<file path="src/rtl/coco_mmu_pkg.sv">
// Shared definitions for the CoCo DAT memory management unit.
// Holds the register decode addresses, INIT0 bit positions and the
// init sequencer state encoding used by coco_dat_mmu and coco_dat_init.
package coco_mmu_pkg;

  // CPU-visible register addresses
  localparam logic [15:0] AddrInit0  = 16'hFF90;
  localparam logic [15:0] AddrTask   = 16'hFF91;
  localparam logic [15:0] AddrWtask  = 16'hFF92;
  localparam logic [15:0] AddrDatWin = 16'hFFA0;  // eight-entry window $FFA0-$FFA7

  // INIT0 bit positions
  localparam int unsigned Init0MmuEn = 6;
  localparam int unsigned Init0CrmEn = 3;
  localparam int unsigned Init0Start = 0;

  // WTASK read-back bit carrying the sticky lost-write flag
  localparam int unsigned WtaskLostBit = 7;

  // Init sequencer state encoding
  localparam logic [0:0] StIdle = 1'b0;
  localparam logic [0:0] StFill = 1'b1;

endpackage

</file>
<file path="src/rtl/coco_dat_init.sv">
// DAT init sequencer: after reset release (or a start request) walks every DAT
// entry and writes entry[2:0] into it, one entry per E cycle.
// Ports:
//   e         - CPU E clock, state advances on the rising edge
//   _reset    - asynchronous active-low reset (leaves the sequencer in FILL)
//   start     - restart the fill from entry 0 (sampled on the rising edge)
//   busy      - high while filling
//   cnt       - entry currently being written
//   fill_data - data for the current entry
//   fill_we_n - active-low SRAM strobe, low during the E-low half of a fill cycle
module coco_dat_init
  import coco_mmu_pkg::*;
#(
  parameter int unsigned TASK_BITS = 5,
  parameter int unsigned BANK_BITS = 8
) (
  input  logic                   e,
  input  logic                   _reset,
  input  logic                   start,
  output logic                   busy,
  output logic [TASK_BITS+2:0]   cnt,
  output logic [BANK_BITS-1:0]   fill_data,
  output logic                   fill_we_n
);

  logic [0:0]           state_q, state_d;
  logic [TASK_BITS+2:0] cnt_q, cnt_d;

  always_comb begin
    state_d = state_q;
    cnt_d   = cnt_q;
    if (start) begin
      state_d = StFill;
      cnt_d   = '0;
    end else if (state_q == StFill) begin
      if (&cnt_q) begin
        // last entry written, stop without wrapping
        state_d = StIdle;
        cnt_d   = '0;
      end else begin
        cnt_d = cnt_q + 1'b1;
      end
    end
  end

  always_ff @(posedge e or negedge _reset) begin
    if (!_reset) begin
      state_q <= StFill;
      cnt_q   <= '0;
    end else begin
      state_q <= state_d;
      cnt_q   <= cnt_d;
    end
  end

  assign busy      = (state_q == StFill);
  assign cnt       = cnt_q;
  assign fill_data = {{(BANK_BITS-3){1'b0}}, cnt_q[2:0]};
  // Write in the E-low half so the address from the rising edge has settled;
  // held off entirely while reset is asserted.
  assign fill_we_n = ~(busy & ~e & _reset);

endmodule

</file>
<file path="src/rtl/coco_dat_mmu.sv">
// CoCo DAT MMU: task-based address translation through an external DAT SRAM.
// CPU registers: $FF90 INIT0, $FF91 TASK, $FF92 WTASK (bit7 = lost-write flag),
// $FFA0-$FFA7 window onto the DAT entries of task WTASK.
// Ports:
//   e, _reset                   - E clock, asynchronous active-low reset
//   address_cpu, r_w_cpu        - CPU bus address and direction (1 = read)
//   data_cpu_in / data_cpu_out  - CPU write data / registered register read data
//   reg_sel                     - address decodes to an MMU register or DAT window
//   address_mem                 - translated physical address
//   address_dat, data_dat_in,
//   data_dat_out, _we_dat       - DAT SRAM interface
//   init_busy                   - init sequencer running
// Build option: define COCO_DAT_CRM_EN to enable the constant RAM mapping of
// $FE00-$FEFF to the all-ones bank (INIT0 bit3).
module coco_dat_mmu
  import coco_mmu_pkg::*;
#(
  parameter int unsigned TASK_BITS = 5,
  parameter int unsigned BANK_BITS = 8
) (
  input  logic                    e,
  input  logic                    _reset,
  input  logic [15:0]             address_cpu,
  input  logic                    r_w_cpu,
  input  logic [7:0]              data_cpu_in,
  output logic [7:0]              data_cpu_out,
  output logic                    reg_sel,
  output logic [BANK_BITS+12:0]   address_mem,
  output logic [TASK_BITS+2:0]    address_dat,
  input  logic [BANK_BITS-1:0]    data_dat_in,
  output logic [BANK_BITS-1:0]    data_dat_out,
  output logic                    _we_dat,
  output logic                    init_busy
);

  logic                 mmu_en_q, crm_en;
  logic [TASK_BITS-1:0] task_q, wtask_q;
  logic                 wr_lost_q;
  logic [7:0]           rdata_q, rd_data;

  logic sel_init0, sel_task, sel_wtask, sel_win, wr;
  logic init0_wr, task_wr, wtask_wr, win_wr, init_start;
  logic [TASK_BITS+2:0] fill_cnt;
  logic [BANK_BITS-1:0] fill_data;
  logic                 fill_we_n;

  assign sel_init0 = (address_cpu == AddrInit0);
  assign sel_task  = (address_cpu == AddrTask);
  assign sel_wtask = (address_cpu == AddrWtask);
  assign sel_win   = (address_cpu[15:3] == AddrDatWin[15:3]);
  assign reg_sel   = sel_init0 | sel_task | sel_wtask | sel_win;

  assign wr         = ~r_w_cpu;
  assign init0_wr   = sel_init0 & wr;
  assign task_wr    = sel_task & wr;
  assign wtask_wr   = sel_wtask & wr;
  assign win_wr     = sel_win & wr;
  assign init_start = init0_wr & data_cpu_in[Init0Start];

  coco_dat_init #(
    .TASK_BITS (TASK_BITS),
    .BANK_BITS (BANK_BITS)
  ) u_init (
    .e         (e),
    ._reset    (_reset),
    .start     (init_start),
    .busy      (init_busy),
    .cnt       (fill_cnt),
    .fill_data (fill_data),
    .fill_we_n (fill_we_n)
  );

  always_ff @(posedge e or negedge _reset) begin
    if (!_reset) begin
      mmu_en_q  <= 1'b0;
      task_q    <= '0;
      wtask_q   <= '0;
      wr_lost_q <= 1'b0;
      rdata_q   <= 8'h00;
    end else begin
      // Starting the sequencer always drops translation until software re-enables it
      if (init0_wr) mmu_en_q <= data_cpu_in[Init0MmuEn] & ~data_cpu_in[Init0Start];
      if (task_wr)  task_q   <= data_cpu_in[TASK_BITS-1:0];
      if (wtask_wr) begin
        wtask_q   <= data_cpu_in[TASK_BITS-1:0];
        wr_lost_q <= 1'b0;
      end else if (win_wr && init_busy) begin
        wr_lost_q <= 1'b1;
      end
      if (reg_sel && r_w_cpu) rdata_q <= rd_data;
    end
  end

`ifdef COCO_DAT_CRM_EN
  logic crm_en_q;

  always_ff @(posedge e or negedge _reset) begin
    if (!_reset) begin
      crm_en_q <= 1'b0;
    end else if (init0_wr) begin
      crm_en_q <= data_cpu_in[Init0CrmEn];
    end
  end

  assign crm_en = crm_en_q;
`else
  assign crm_en = 1'b0;
`endif

  always_comb begin
    rd_data = 8'h00;
    if (sel_init0) begin
      rd_data[Init0MmuEn] = mmu_en_q;
      rd_data[Init0CrmEn] = crm_en;
      rd_data[Init0Start] = init_busy;
    end else if (sel_task) begin
      rd_data = 8'(task_q);
    end else if (sel_wtask) begin
      rd_data = 8'(wtask_q);
      rd_data[WtaskLostBit] = wr_lost_q;
    end else if (sel_win) begin
      // DAT contents are in flux while filling
      rd_data = init_busy ? 8'hFF : 8'(data_dat_in);
    end
  end

  assign data_cpu_out = rdata_q;

  always_comb begin
    if (init_busy)    address_dat = fill_cnt;
    else if (sel_win) address_dat = {wtask_q, address_cpu[2:0]};
    else              address_dat = {task_q, address_cpu[15:13]};

    address_mem = {{(BANK_BITS-3){1'b0}}, address_cpu};
    if (mmu_en_q && !init_busy && (address_cpu[15:8] != 8'hFF)) begin
      address_mem = {data_dat_in, address_cpu[12:0]};
`ifdef COCO_DAT_CRM_EN
      if (crm_en && (address_cpu[15:8] == 8'hFE)) begin
        address_mem = {{BANK_BITS{1'b1}}, address_cpu[12:0]};
      end
`endif
    end
  end

  assign data_dat_out = init_busy ? fill_data : data_cpu_in[BANK_BITS-1:0];
  // CPU window writes strobe during E high; writes arriving mid-fill are dropped
  assign _we_dat      = init_busy ? fill_we_n : ~(e & win_wr);

endmodule

</file>
<file path="config.mk">
export PLATFORM = sky130hd
export DESIGN_NAME = coco_dat_mmu
export DESIGN_NICKNAME = d
export VERILOG_FILES = /design/src/rtl/coco_mmu_pkg.sv /design/src/rtl/coco_dat_init.sv /design/src/rtl/coco_dat_mmu.sv
export SDC_FILE = /design/constraint.sdc
export NUM_CORES = 1
export LEC_CHECK = 0
export CAP_MARGIN = 15
export CORE_UTILIZATION = 43
export CTS_CLUSTER_DIAMETER = 150
export DETAILED_ROUTE_END_ITERATION = 12
export PLACE_DENSITY = 0.81
export SETUP_SLACK_MARGIN = 0.3
export SLEW_MARGIN = 40
export SYNTH_ARGS = -nofsm -noshare
export SYNTH_HDL_FRONTEND = slang
export SYNTH_SLANG_ARGS = --single-unit
export TNS_END_PERCENT = 1
</file>
<file path="constraint.sdc">
create_clock -name e -period 1.77 [get_ports e]
set_input_delay 0.2655 -clock e [delete_from_list [all_inputs] [get_ports e]]
set_output_delay 0.2655 -clock e [all_outputs]
set_load 0.02 [all_outputs]
</file>
* Yosys cells after proc, flatten, opt, wreduce, memory -nomap -nowiden
Index checks and enable logic that the tools add are counted.
** Operators by class
- Add/sub/neg operators :: 1
- Equal/unequal tests :: 5
- Multiplexer cells :: 23
- Bitwise gates (word level) :: 17
- Reduce and logical (&&, ||, !) cells :: 8
** Operator list (count)
- $mux 8 :: 10
- $eq 16x16->1 const B :: 3
- $mux 21 :: 1
- $eq 13x13->1 const B :: 1
- $mux 1 :: 10
- $and 1x1->1 :: 9
- $add 8x1->8 const B :: 1
- $ne 8x8->1 const B :: 1
- $reduce_and 8->1 :: 1
- $not 1->1 :: 5
- $logic_and 1x1->1 :: 4
- $mux 2 :: 2
- $reduce_bool 2->1 :: 2
- $or 1x1->1 :: 3
- $logic_not 1->1 :: 1
** Word-level totals
- Flip-flop bits (word level) :: 29
- Bits of input ports :: 35
- Output and inout bits :: 48
- Word-level logic and storage cells :: 61

* Longest topological paths before layout
Gate-level depths: netlist (run 1).
- Depth after elaboration :: 5
- Gate-level depth with buffers :: 6
- Mapped depth without buffers :: 5

* By module
A second synthesis (run 1) with hierarchy kept.
** Unflattened totals
- Cell total of the unflattened synthesis :: 220
- Area, all modules :: 2068.2 µm²
** By module, submodules not included
- coco_dat_mmu :: times used 1, cells an instance 161, area each 1536.5 µm², seq. area each 500.5 µm²
- coco_dat_init :: times used 1, cells an instance 59, area each 531.8 µm², seq. area each 226.5 µm²

==> impl_metrics.toml, run 1 <==
[layout]
fin_area_mm2 = 0.00339
n_fill_cell = 294
multi_input_area_mm2 = 0.00126
diodes = 0
layout-drive-gt1-share = 0.438
layout_commonest_cell = "buf_4"
mostFrequentLayoutCells = "buf_4 (42), clkdlybuf4s50_1 (30), dfrtp_1 (26)"
post-route-util = 0.767
regArea_um2 = 729
final_nets = 372
syn_to_final_growth_pct = 70.0

[timing]
layout_min_cycle_time_ps = 2010
tightest_slew_ps = 377
finalHoldViolCount = 0
setup_viol = 22
max_freq_mhz = 497
drv_slew = 0
finalWorstSetupSlack_ps = -243
rsz0062_at_grt = "true"
max_slew_margin = 0.746
tns_ps = -3660
final.period_utilization = 1.14
fin_skew_ps = 10.6

[yosys]
synth.net_count = 257
synth_seq_area_share = 0.365
netlist.area_leader.share = 0.352
ys_async_sr_fraction = 1.00
ys_warn_count = 0
synth_largest_area_cell = "dfrtp_1"
synth_cells = 221
yosysUniqueCellTypes = 49
synth_edf_count = 0
synthTopCellsByArea = "dfrtp_1 (35%), mux2_2 (8.5%), buf_4 (6.0%)"
netlist_area_mm2 = 0.00199
ys.flop_type = "dfrtp_1"
synthesis.area_per_instance_um2 = 9.01
ys_ff_latch = 29

[routing]
ant_nets = 0
via_per_inst = 5.94
wire_per_inst_um = 20.3
routed_wl_mm = 7.90
drtIter0Drc = 156
drc = 0
drtPass1Iterations = 5
via_count = 2315

[worst_setup_path]
slowest_delay_ps = 590
end_kind = "primary output"
crit_required_ps = 1500
crit_chain = "clkinv_4, buf_12, nor3b_4, a41oi_2, buf_4"
cp-start-kind = "flop"
crit_type = "flop to primary output"
critPathTopFamily = "flip-flops"
crit_path_top_delay_cell = "dfstp_2"
cp_num_buf_inv = 3
ff2ff_path_depth = 5
critPathArrivalTime_ps = 1750
crit_cells = 5
regToRegSetupSlack_ps = 220
path_max_fanout = 11

[clock_tree]
cts-hold-fix-buffers = 0
worstSkewPairLatency_ps = 410
cts_tree = "done"
clk_pin_slew_ps = 80

[floorplan]
initial_core_util = 0.451
core_mm2 = 0.00441
io_pins = 83
placementRows = 24
die-area_mm2 = 0.00491
die_w_um = 70.1
dieHeight_um = 70.1

[placed_design]
place_congestion = 0.964
placement.io_buffers = 82
dpl_cell_area_mm2 = 0.00304
post-dp-hpwl_mm = 4.76

[power_and_ir_drop]
power.total_mw = 1.85
leakage_nw = 1.61
vdd_drop_max_mv = 0.548
p_per_area_mw_per_mm2 = 547

[global_route]
grt_max_degree = 30
grt_pass1_wl_mm = 11.6
gr-total-overflow = 0
antenna_found_initial = 0
grt_usage = 0.319
grt_pass1_vias = 2238

[min_path]
hold_path.class = "input pin to async pin"

[status]
violations = "negative setup slack"
status = "finished with violations"

[run]
cap_viol_max_count = 0
==> synthesized netlist by cell type, types with 2 or more instances <==
master     count
a21oi_1       11
and2_1         8
a31oi_1       10
dfrtp_1       28
buf_4         16
inv_1          8
nand4_1        3
clkbuf_1       6
mux2i_1        9
nand2_1       13
nor3_1         7
xor2_1         2
buf_2          2
or3b_1         2
nor2b_1        8
nor4_2         2
o21ai_0        9
mux2_2        15
nor4_1         3
nor2_1        22
nand3_1        8
o2bb2ai_1      2
==> state kept, by name, indices dropped and copies added (netlist names) <==
name,count
data_cpu_out,8
mmu_en_q,1
task_q,5
u_init.busy,1
u_init.cnt,8
wr_lost_q,1
wtask_q,5
==> stage by stage <==
stage	hold WS, ps	instances	setup WS, ps
2_1_floorplan	-30.1	221	-42.9
3_3_place_gp	496	368	-909
3_5_place_dp	496	368	-911
4_1_cts	136	387	-205
5_1_grt	152	390	-290
6_report	120	390	-243
==> timing repair <==
action,4_1_cts,5_1_grt
pin swaps,14,12
buffers inserted,6,3
gates resized for setup,208,42
setup endpoints to repair,79,58
endpoints found under the hold margin,0,0
==> logic make-up after synthesis <==
kind of cell | share of synthesized area
DFF | 0.365
muxes | 0.130
and+or+nand+nor | 0.249
xor gates and xnor gates | 0.0132
AOI/OAI and AO/OA | 0.137
buffers and inverters | 0.0992
adders and majority gates | 0.00628
==> layer usage <==
metal,part of all wire,vias to the layer above,GRT usage
li1,-,1010,-
met1,0.37,1095,0.371
met2,0.48,167,0.486
met3,0.092,43,0.126
met4,0.052,0,0.207
met5,0,-,0
==> path summary, 6_finish.rpt <==
path / start / end
max in group asynchronous: _reset / u_init.busy
worst max-delay path: u_init.busy / _we_dat
min in group e: address_cpu[5] / data_cpu_out[7]
worst min-delay path: _reset / data_cpu_out[6]
worst max register to register: u_init.cnt[1] / u_init.cnt[5]
worst min register to register: data_cpu_out[7] / data_cpu_out[7]
==> power by group <==
group	switching, mW	leakage (nW)	internal, mW
clock	0.389	0.0861	0.478
combinational	0.158	1.17	0.162
sequential	0.000813	0.349	0.664
==> layout make-up <==
| class | count | share of cell area |
|---|---|---|
| sequential | 29 | 0.215 |
| clock inverter | 3 | 0.00517 |
| inverter | 9 | 0.0115 |
| multi-input combinational | 158 | 0.372 |
| timing repair buffer | 128 | 0.337 |
| tap | 52 | 0.0192 |
| clock buffer | 11 | 0.0399 |
No activity file was read; power rests on OpenSTA's default activity.
==> run 2, diff against run 1 <==
Settings changed: CELL_PAD_IN_SITES_DETAIL_PLACEMENT set to 1, CELL_PAD_IN_SITES_GLOBAL_PLACEMENT set to 1, CORE_UTILIZATION 43 to 32, CTS_BUF_LIST set to sky130_fd_sc_hd__clkbuf_4 sky130_fd_sc_hd__clkbuf_8, PLACE_DENSITY 0.81 to not set, PLACE_DENSITY_LB_ADDON set to 0.1.
==> run 2 against run 1 <==
The run still ends with negative setup slack left. Critical path depth is 2 higher. Flip-flop and latch count stayed put. First-iteration DRC count is 60% lower. Design area is 1.4% lower. Largest cell class unchanged.
==> impl_metrics.toml, run 2 (synthesized netlist as in run 1, its figures left out) <==
[worst_setup_path]
end_kind = "primary output"
critPathArrivalTime_ps = 1710
crit_type = "input pin to primary output"
path_max_fanout = 5
slowest_delay_ps = 410
cp-start-kind = "input pin"
crit_path_top_delay_cell = "or3b_4"
crit_chain = "buf_6, or3b_4, nor4_4, buf_6, mux2i_1, mux2i_2, buf_4"
crit_required_ps = 1500
cp_common_cell = "buf_6"

[layout]
post-route-util = 0.561
fin_area_mm2 = 0.00334
n_fill_cell = 684
final_nets = 375
layout_commonest_cell = "buf_4"
layout-drive-gt1-share = 0.411
syn_to_final_growth_pct = 67.6
mostFrequentLayoutCells = "buf_4 (39), dfrtp_1 (28), clkdlybuf4s50_1 (28)"
diodes = 0
instances_no_fill = 416

[placed_design]
place_ws_ps = -1000
placement.io_buffers = 82
dpl_cell_area_mm2 = 0.00310
place_congestion = 0.810
dp_cells = 397
post-dp-hpwl_mm = 5.39

[power_and_ir_drop]
leakage_nw = 1.61
power.total_mw = 1.89
p_per_area_mw_per_mm2 = 565
power_frac_seq = 0.353
pwr-share-clk = 0.479
vdd_drop_max_mv = 0.361
power_switching_mw = 0.491
internal-power_mw = 1.39
p_sw_frac = 0.261
power_frac_comb = 0.169

[global_route]
grt_max_degree = 30
grt_pass1_wl_mm = 11.8
grt_pass1_vias = 2312
grt_usage = 0.248
antenna_found_initial = 0
gr-total-overflow = 0

[timing]
drv_slew = 0
rsz0062_at_grt = "true"
max_slew_margin = 0.726
final.period_utilization = 1.11
layout_min_cycle_time_ps = 1970
max_freq_mhz = 507
tightest_slew_ps = 412
fin_hold_ws_ps = 107
tns_ps = -2970
finalWorstSetupSlack_ps = -201
finalHoldViolCount = 0
setup_viol = 21
fin_skew_ps = 4.33

[floorplan]
placementRows = 28
io_pins = 83
die-area_mm2 = 0.00654
core_mm2 = 0.00596
initial_core_util = 0.334
dieHeight_um = 80.9
die_w_um = 80.9

[run]
cap_viol_max_count = 0

[routing]
drtIter0Drc = 63
drc = 0
drtPass1Iterations = 4
via_count = 2143
ant_nets = 0
wire_per_inst_um = 18.5
routed_wl_mm = 7.69
via_per_inst = 5.15

[clock_tree]
cts_tree = "done"
cts-hold-fix-buffers = 0
clk_pin_slew_ps = 60
worstSkewPairLatency_ps = 380

[status]
violations = "negative setup slack"
status = "finished with violations"

[min_path]
hold_path.class = "input pin to async pin"
==> run 2: cell types whose count changed in the layout (fill, tap and decap cells not counted), sizes merged <==
cell / previous run / this run
clkdlybuf4s15: 5 / 6
clkdlybuf4s50: 30 / 28
clkinvlp: 1 / 0
clkbuf: 15 / 17
dlygate4sd2: 11 / 14
clkinv: 3 / 1
dlymetal6s2s: 0 / 2
==> run 2: cell type report <==
class	count	area, µm²	area share
Clock buffer	14	168	0.0502
Tap cell	75	93.8	0.0281
Sequential cell	29	727	0.218
Inverter	9	35.0	0.0105
Timing Repair Buffer	131	1110	0.333
Multi-Input combinational cell	158	1200	0.360
==> run 2: routing by layer <==
metal | GRT usage | up-vias | share of wire
li1 | - | 1018 | -
met1 | 0.296 | 1064 | 0.43
met2 | 0.434 | 51 | 0.52
met3 | 0.0404 | 10 | 0.034
met4 | 0.113 | 0 | 0.019
met5 | 0 | - | 0
==> run 2: worst max-delay path: cells and delay by family <==
| family | cells | cell delay (ps) |
|---|---|---|
| buf+inv | 3 | 460 |
| simple gates | 2 | 670 |
| mux | 2 | 310 |
==> run 2: timing repair <==
action / 4_1_cts / 5_1_grt
pin swaps: 13 / 6
cloned: 1 / 0
buffers inserted: 5 / 0
endpoints found under the setup margin: 79 / 60
endpoints found under the hold margin: 0 / 0
resized for setup: 175 / 34
==> run 2: path summary, 6_finish.rpt <==
path                                  from         endpoint  slack (ps)  cells after the start
max                         address_cpu[3]   address_dat[5]        -200                      7
min                                 _reset  data_cpu_out[0]         110                      2
max reg2reg                  u_init.cnt[0]    u_init.cnt[5]         210                      5
min reg2reg                data_cpu_out[7]  data_cpu_out[7]         510                      1
max in group asynchronous           _reset      u_init.busy        1320                      2
min in group e             data_cpu_out[7]  data_cpu_out[7]         510                      1
==> run 2: power by group through the flow <==
stage               combinational (mW)  sequential [mW]  clock, mW
detailed placement               0.321            0.677   0.000517
floorplan                        0.119            0.678   0.000527
CTS                              0.309            0.665      0.927
global placement                 0.317            0.677   0.000517
global route                     0.338            0.664      0.949
finish                           0.318            0.665      0.902
==> run 3, diff against run 2 <==
Clock period 1.77 ns to 2.2 ns, I/O delays scaled along.
==> run 3 against run 2 <==
Clock power decreased by 22%. The flow now finishes without violations. Design area is 5.7% lower. Clock skew rose by 4.1 ps. Flip-flop and latch count unchanged. Wire length down 7.5%. Worst hold slack gained 270 ps. Global-route usage is 1.2 points lower. Combinational power decreased by 25%.
==> impl_metrics.toml, run 3 (synthesized netlist as in run 1, its figures left out) <==
[routing]
drtIter0Drc = 93
ant_nets = 0
wire_per_inst_um = 17.7
drtPass1Iterations = 4
drc = 0
routed_wl_mm = 7.11
via_per_inst = 5.16
via_count = 2080

[power_and_ir_drop]
internal-power_mw = 1.11
power_frac_seq = 0.361
p_sw_frac = 0.249
vdd_drop_max_mv = 0.326
leakage_nw = 1.48
pwr-share-clk = 0.478
p_per_area_mw_per_mm2 = 471
power_frac_comb = 0.162
power_switching_mw = 0.369

[min_path]
hold_path.class = "input pin to async pin"

[layout]
layout_commonest_cell = "clkdlybuf4s50_1"
instances_no_fill = 403
post-route-util = 0.529
layout-drive-gt1-share = 0.323
diodes = 0
final_nets = 362
syn_to_final_growth_pct = 58.0
mostFrequentLayoutCells = "clkdlybuf4s50_1 (48), buf_4 (36), dfrtp_1 (28)"

[floorplan]
io_pins = 83
placementRows = 28
initial_core_util = 0.334
die-area_mm2 = 0.00654
die_w_um = 80.9
core_mm2 = 0.00596
dieHeight_um = 80.9

[global_route]
grt_max_degree = 31
antenna_found_initial = 0
gr-total-overflow = 0
grt_pass1_wl_mm = 11.2
grt_pass1_vias = 2188
grt_usage = 0.237

[worst_setup_path]
crit_required_ps = 1870
crit_type = "input pin to primary output"
cp-start-kind = "input pin"
path_max_fanout = 5
regToRegSetupSlack_ps = 640
end_kind = "primary output"
reg2reg_from = "u_init.cnt[0]"
ff2ff_path_depth = 5
r2r_end = "u_init.cnt[3]"
critPathArrivalTime_ps = 1780

[placed_design]
dp_cells = 386
placement.io_buffers = 82
post-dp-hpwl_mm = 5.18
place_congestion = 0.817

[timing]
tightest_slew_ps = 392
layout_min_cycle_time_ps = 2110
max_freq_mhz = 475
setup_viol = 0
finalHoldViolCount = 0
drv_slew = 0
fin_skew_ps = 8.42
final.period_utilization = 0.957
max_slew_margin = 0.738
rsz0062_at_grt = "true"
tns_ps = 0

[clock_tree]
cts_tree = "done"
cts-hold-fix-buffers = 0
clk_pin_slew_ps = 70
worstSkewPairLatency_ps = 380

[run]
cap_viol_max_count = 0

[status]
status = "finished, final reports clean"
==> run 3: cell count changes in the layout (fill, tap and decap cells not counted), moves of 3 or more <==
cell and change:
dlygate4sd2_1 -9, a21oi_2 -3, buf_4 -3, buf_6 -11
and2_1 +3, a21oi_1 +3, mux2i_1 +3, clkbuf_2 -3
clkdlybuf4s50_1 +20, and2_4 -3
==> run 3: timing repair <==
item,CTS,global route
cloned,1,0
setup endpoints to repair,56,45
setup buffers,2,1
resized for setup,113,22
hold endpoints to repair,0,0
pin swaps,5,4
==> run 3: worst max-delay path by stage <==
stage | slack [ps] | to | start
2_1_floorplan | 180 | address_dat[5] | address_cpu[3]
3_3_place_gp | -640 | address_dat[7] | address_cpu[7]
3_5_place_dp | -660 | address_dat[4] | address_cpu[7]
4_1_cts | 10 | address_dat[4] | address_cpu[6]
5_1_grt | 20 | _we_dat | u_init.busy
6_report | 90 | address_dat[4] | address_cpu[11]
==> run 3: area by class of cell <==
type | count | area [µm²]
Multi-Input combinational cell | 158 | 1110
Fill cell | 723 | 2810
Tap cell | 75 | 93.8
Inverter | 9 | 33.8
Timing Repair Buffer | 118 | 1010
Sequential cell | 29 | 727
Clock buffer | 14 | 168
==> run 3: per-layer routing <==
layer | part of all wire | vias up | global-route usage
met5 | 0 | - | 0
met4 | 0.013 | 0 | 0.118
met3 | 0.067 | 10 | 0.0697
met2 | 0.48 | 77 | 0.378
met1 | 0.44 | 1006 | 0.289
li1 | - | 987 | -
==> run 3: power by group through the flow <==
stage / logic, mW / clock network (mW) / registers (mW)
after floorplan: 0.0948 / 0.000424 / 0.545
after global placement: 0.245 / 0.000415 / 0.544
after detailed placement: 0.245 / 0.000415 / 0.544
after CTS: 0.236 / 0.724 / 0.535
after global routing: 0.258 / 0.759 / 0.535
final: 0.239 / 0.708 / 0.535
==> run 3: per-stage QoR <==
| stage | area (µm²) | hold WS [ps] | total power [mW] | worst slack, ps |
|---|---|---|---|---|
| after floorplan | 1990 | 34.4 | 0.641 | 181 |
| final | 3150 | 373 | 1.48 | 93.5 |
| after CTS | 3110 | 394 | 1.49 | 13.6 |
| after global placement | 3000 | 503 | 0.789 | -643 |
| after detailed placement | 3000 | 504 | 0.790 | -657 |
| after global routing | 3150 | 396 | 1.55 | 24.1 |
==> run 3: critical path: stages <==
cell	delay [ps]
buf_6	70
nand4_1	180
buf_4	200
nor4_4	320
buf_6	190
mux2i_2	230
a21oi_1	90
buf_4	160
==> variant (config.mk and constraints of run 3) <==
Add an input register stage for `r_w_cpu` and `data_dat_in`, without a reset; this delays them by one clock. The other inputs are not delayed to match.
--- a/src/rtl/coco_dat_mmu.sv
+++ b/src/rtl/coco_dat_mmu.sv
@@ -34,4 +34,12 @@
 );
 
+  logic r_w_cpu_q;
+  logic [BANK_BITS-1:0] data_dat_q;
+
+  always_ff @(posedge e) begin
+    r_w_cpu_q  <= r_w_cpu;
+    data_dat_q <= data_dat_in;
+  end
+
   logic                 mmu_en_q, crm_en;
   logic [TASK_BITS-1:0] task_q, wtask_q;
@@ -51,5 +59,5 @@
   assign reg_sel   = sel_init0 | sel_task | sel_wtask | sel_win;
 
-  assign wr         = ~r_w_cpu;
+  assign wr         = ~r_w_cpu_q;
   assign init0_wr   = sel_init0 & wr;
   assign task_wr    = sel_task & wr;
@@ -88,5 +96,5 @@
         wr_lost_q <= 1'b1;
       end
-      if (reg_sel && r_w_cpu) rdata_q <= rd_data;
+      if (reg_sel && r_w_cpu_q) rdata_q <= rd_data;
     end
   end
@@ -121,5 +129,5 @@
     end else if (sel_win) begin
       // DAT contents are in flux while filling
-      rd_data = init_busy ? 8'hFF : 8'(data_dat_in);
+      rd_data = init_busy ? 8'hFF : 8'(data_dat_q);
     end
   end
@@ -134,5 +142,5 @@
     address_mem = {{(BANK_BITS-3){1'b0}}, address_cpu};
     if (mmu_en_q && !init_busy && (address_cpu[15:8] != 8'hFF)) begin
-      address_mem = {data_dat_in, address_cpu[12:0]};
+      address_mem = {data_dat_q, address_cpu[12:0]};
 `ifdef COCO_DAT_CRM_EN
       if (crm_en && (address_cpu[15:8] == 8'hFE)) begin
Check against the original RTL: not equivalent (Yosys sat finds a counterexample within 4 cycles, from zero or initial values and one cycle with _reset low).
==> variant against run 3 <==
- worst setup slack better by 0.027 ns
- sequential cell count grew 9
- final cell count increased by 4.2%
- synthesized area up 7.3%
- highest routed layer unchanged
- wire length up 5.9%
- design area up 6.9%
- global-route usage decreased by 0.49 points
- power up 16%
- register-to-register slack worse by 0.15 ns
==> variant: results (changes against run 3) <==
[logic_synthesis]
synth_area_leaders=dfrtp_1, dfxtp_1, nor2_1  ; was dfrtp_1, mux2_2, buf_4
synth_compound_gate_area_share_pct=13.1  ; was 13.7%
synth_fa_ha_area_share_pct=0.585  ; was 0.628%
synth.distinct_cells=48  ; was 49
synth-xor-area-share_pct=1.23  ; was 1.32%
ys_seq_elements=38  ; was 29
async_reset_ff_share_pct=76.3  ; was 100%
syn_nets=269  ; was 257
synthMuxAreaShare_pct=10.4  ; was 13.0%
yosysSeqAreaShare_pct=42.4  ; was 36.5%
ys_top_cells_by_count=nor2_1, dfrtp_1, nand2_1, a21oi_1  ; was dfrtp_1, nor2_1, buf_4, mux2_2, nand2_1

[global_routing]
grt_max_degree=30  ; was 31
grt_pass1_wl_um=12200  ; was 11200 um
grt_use_total_pct=23.2  ; was 23.7%
grt_pass1_vias=2329  ; was 2188
met2_usage_pct=37.7  ; was 37.8%
met3_usage_pct=5.24  ; was 6.97%
met1_usage_pct=28.2  ; was 28.9%

[layout]
final-clk-cell-share_pct=4.91  ; was 5.33%
fill_cells=732  ; was 723
fin_nets=377  ; was 362
clock_buffers=13  ; was 14
seq_area_um2=907  ; was 727 um^2
multi_input_area_um2=1080  ; was 1110 um^2
buf_share_pct=32.4  ; was 32.1%
drive_gt1_share_pct=27.7  ; was 32.3%
inverters=6  ; was 9
n_all_buffers=119  ; was 118
comb.multi_input.count=166  ; was 158

[worst_setup_path]
rrSetupSlack_ns=0.49  ; was 0.64 ns
critPathLaunch=e  ; was address_cpu[11]
worstPathArrival_ns=1.75  ; was 1.78 ns
critPathMaxFanout=2  ; was 5
crit_end=_we_dat  ; was address_dat[4]
reg2reg_depth=6  ; was 5
cpPeakStageDelay_ns=0.18  ; was 0.32 ns
slowest_stage=nor3b_2  ; was nor4_4

[power_and_ir_drop]
peakVddDrop_mv=0.295  ; was 0.326 mV
p_sw_share_pct=25.7  ; was 24.9%
powerSeq_mw=0.723  ; was 0.535 mW
p_clk_share_pct=43.8  ; was 47.8%
power.leakage_nw=1.59  ; was 1.48 nW
p_sw_mw=0.442  ; was 0.369 mW

[timing]
layout_setup_ws_ns=0.120  ; was 0.0935 ns
worstMarginPinSlew_ns=0.403  ; was 0.392 ns
skew_ns=0.00701  ; was 0.00842 ns

[route]
wl_met3_um=308  ; was 480 um
wl_met2_um=3790  ; was 3380 um
viasPerCell=5.11  ; was 5.16
met1_length_um=3270  ; was 3160 um

[placed_design]
place.gp.congestion=0.841  ; was 0.817
dp_slack_ns=-0.503  ; was -0.657 ns
dp_hpwl_um=5580  ; was 5180 um
dpl-instance-area_um2=3160  ; was 3000 um^2

[clock_tree]
postCtsSetupRepairBufs=3  ; was 2
clk_latency_ns=0.40  ; was 0.38 ns

[floorplanning]
taps=77  ; was 75

[worst_hold_path]
hp-class=in -> reg  ; was in -> async
min_path_cells=1

[outcome]
status=complete, no violations  ; unchanged

[variant: worst min-delay path by stage]
stage,startpoint,end,slack [ns]
final,data_dat_in[3],data_dat_q[3],0.36
after global routing,data_dat_in[2],data_dat_q[2],0.35
after CTS,data_dat_in[2],data_dat_q[2],0.36
after detailed placement,data_cpu_out[0],data_cpu_out[0],0.47
after global placement,data_cpu_out[0],data_cpu_out[0],0.47
after floorplan,_reset,data_cpu_out[0],0.03
[variant: worst max-delay path: cells and delay by family]
kind            cells  cell delay (ns)
buf+inv             3             0.41
simple gates        1             0.18
compound gates      1             0.06
[variant: per-stage QoR]
| step | TNS (ns) | util, % | std cells |
|---|---|---|---|
| after floorplan | 0 | - | 233 |
| after global routing | 0 | 52.7 | 420 |
| after global placement | -7.94 | 49.5 | 402 |
| after CTS | 0 | 52.7 | 419 |
| final | 0 | 52.7 | 420 |
| after detailed placement | -9.06 | 49.5 | 402 |
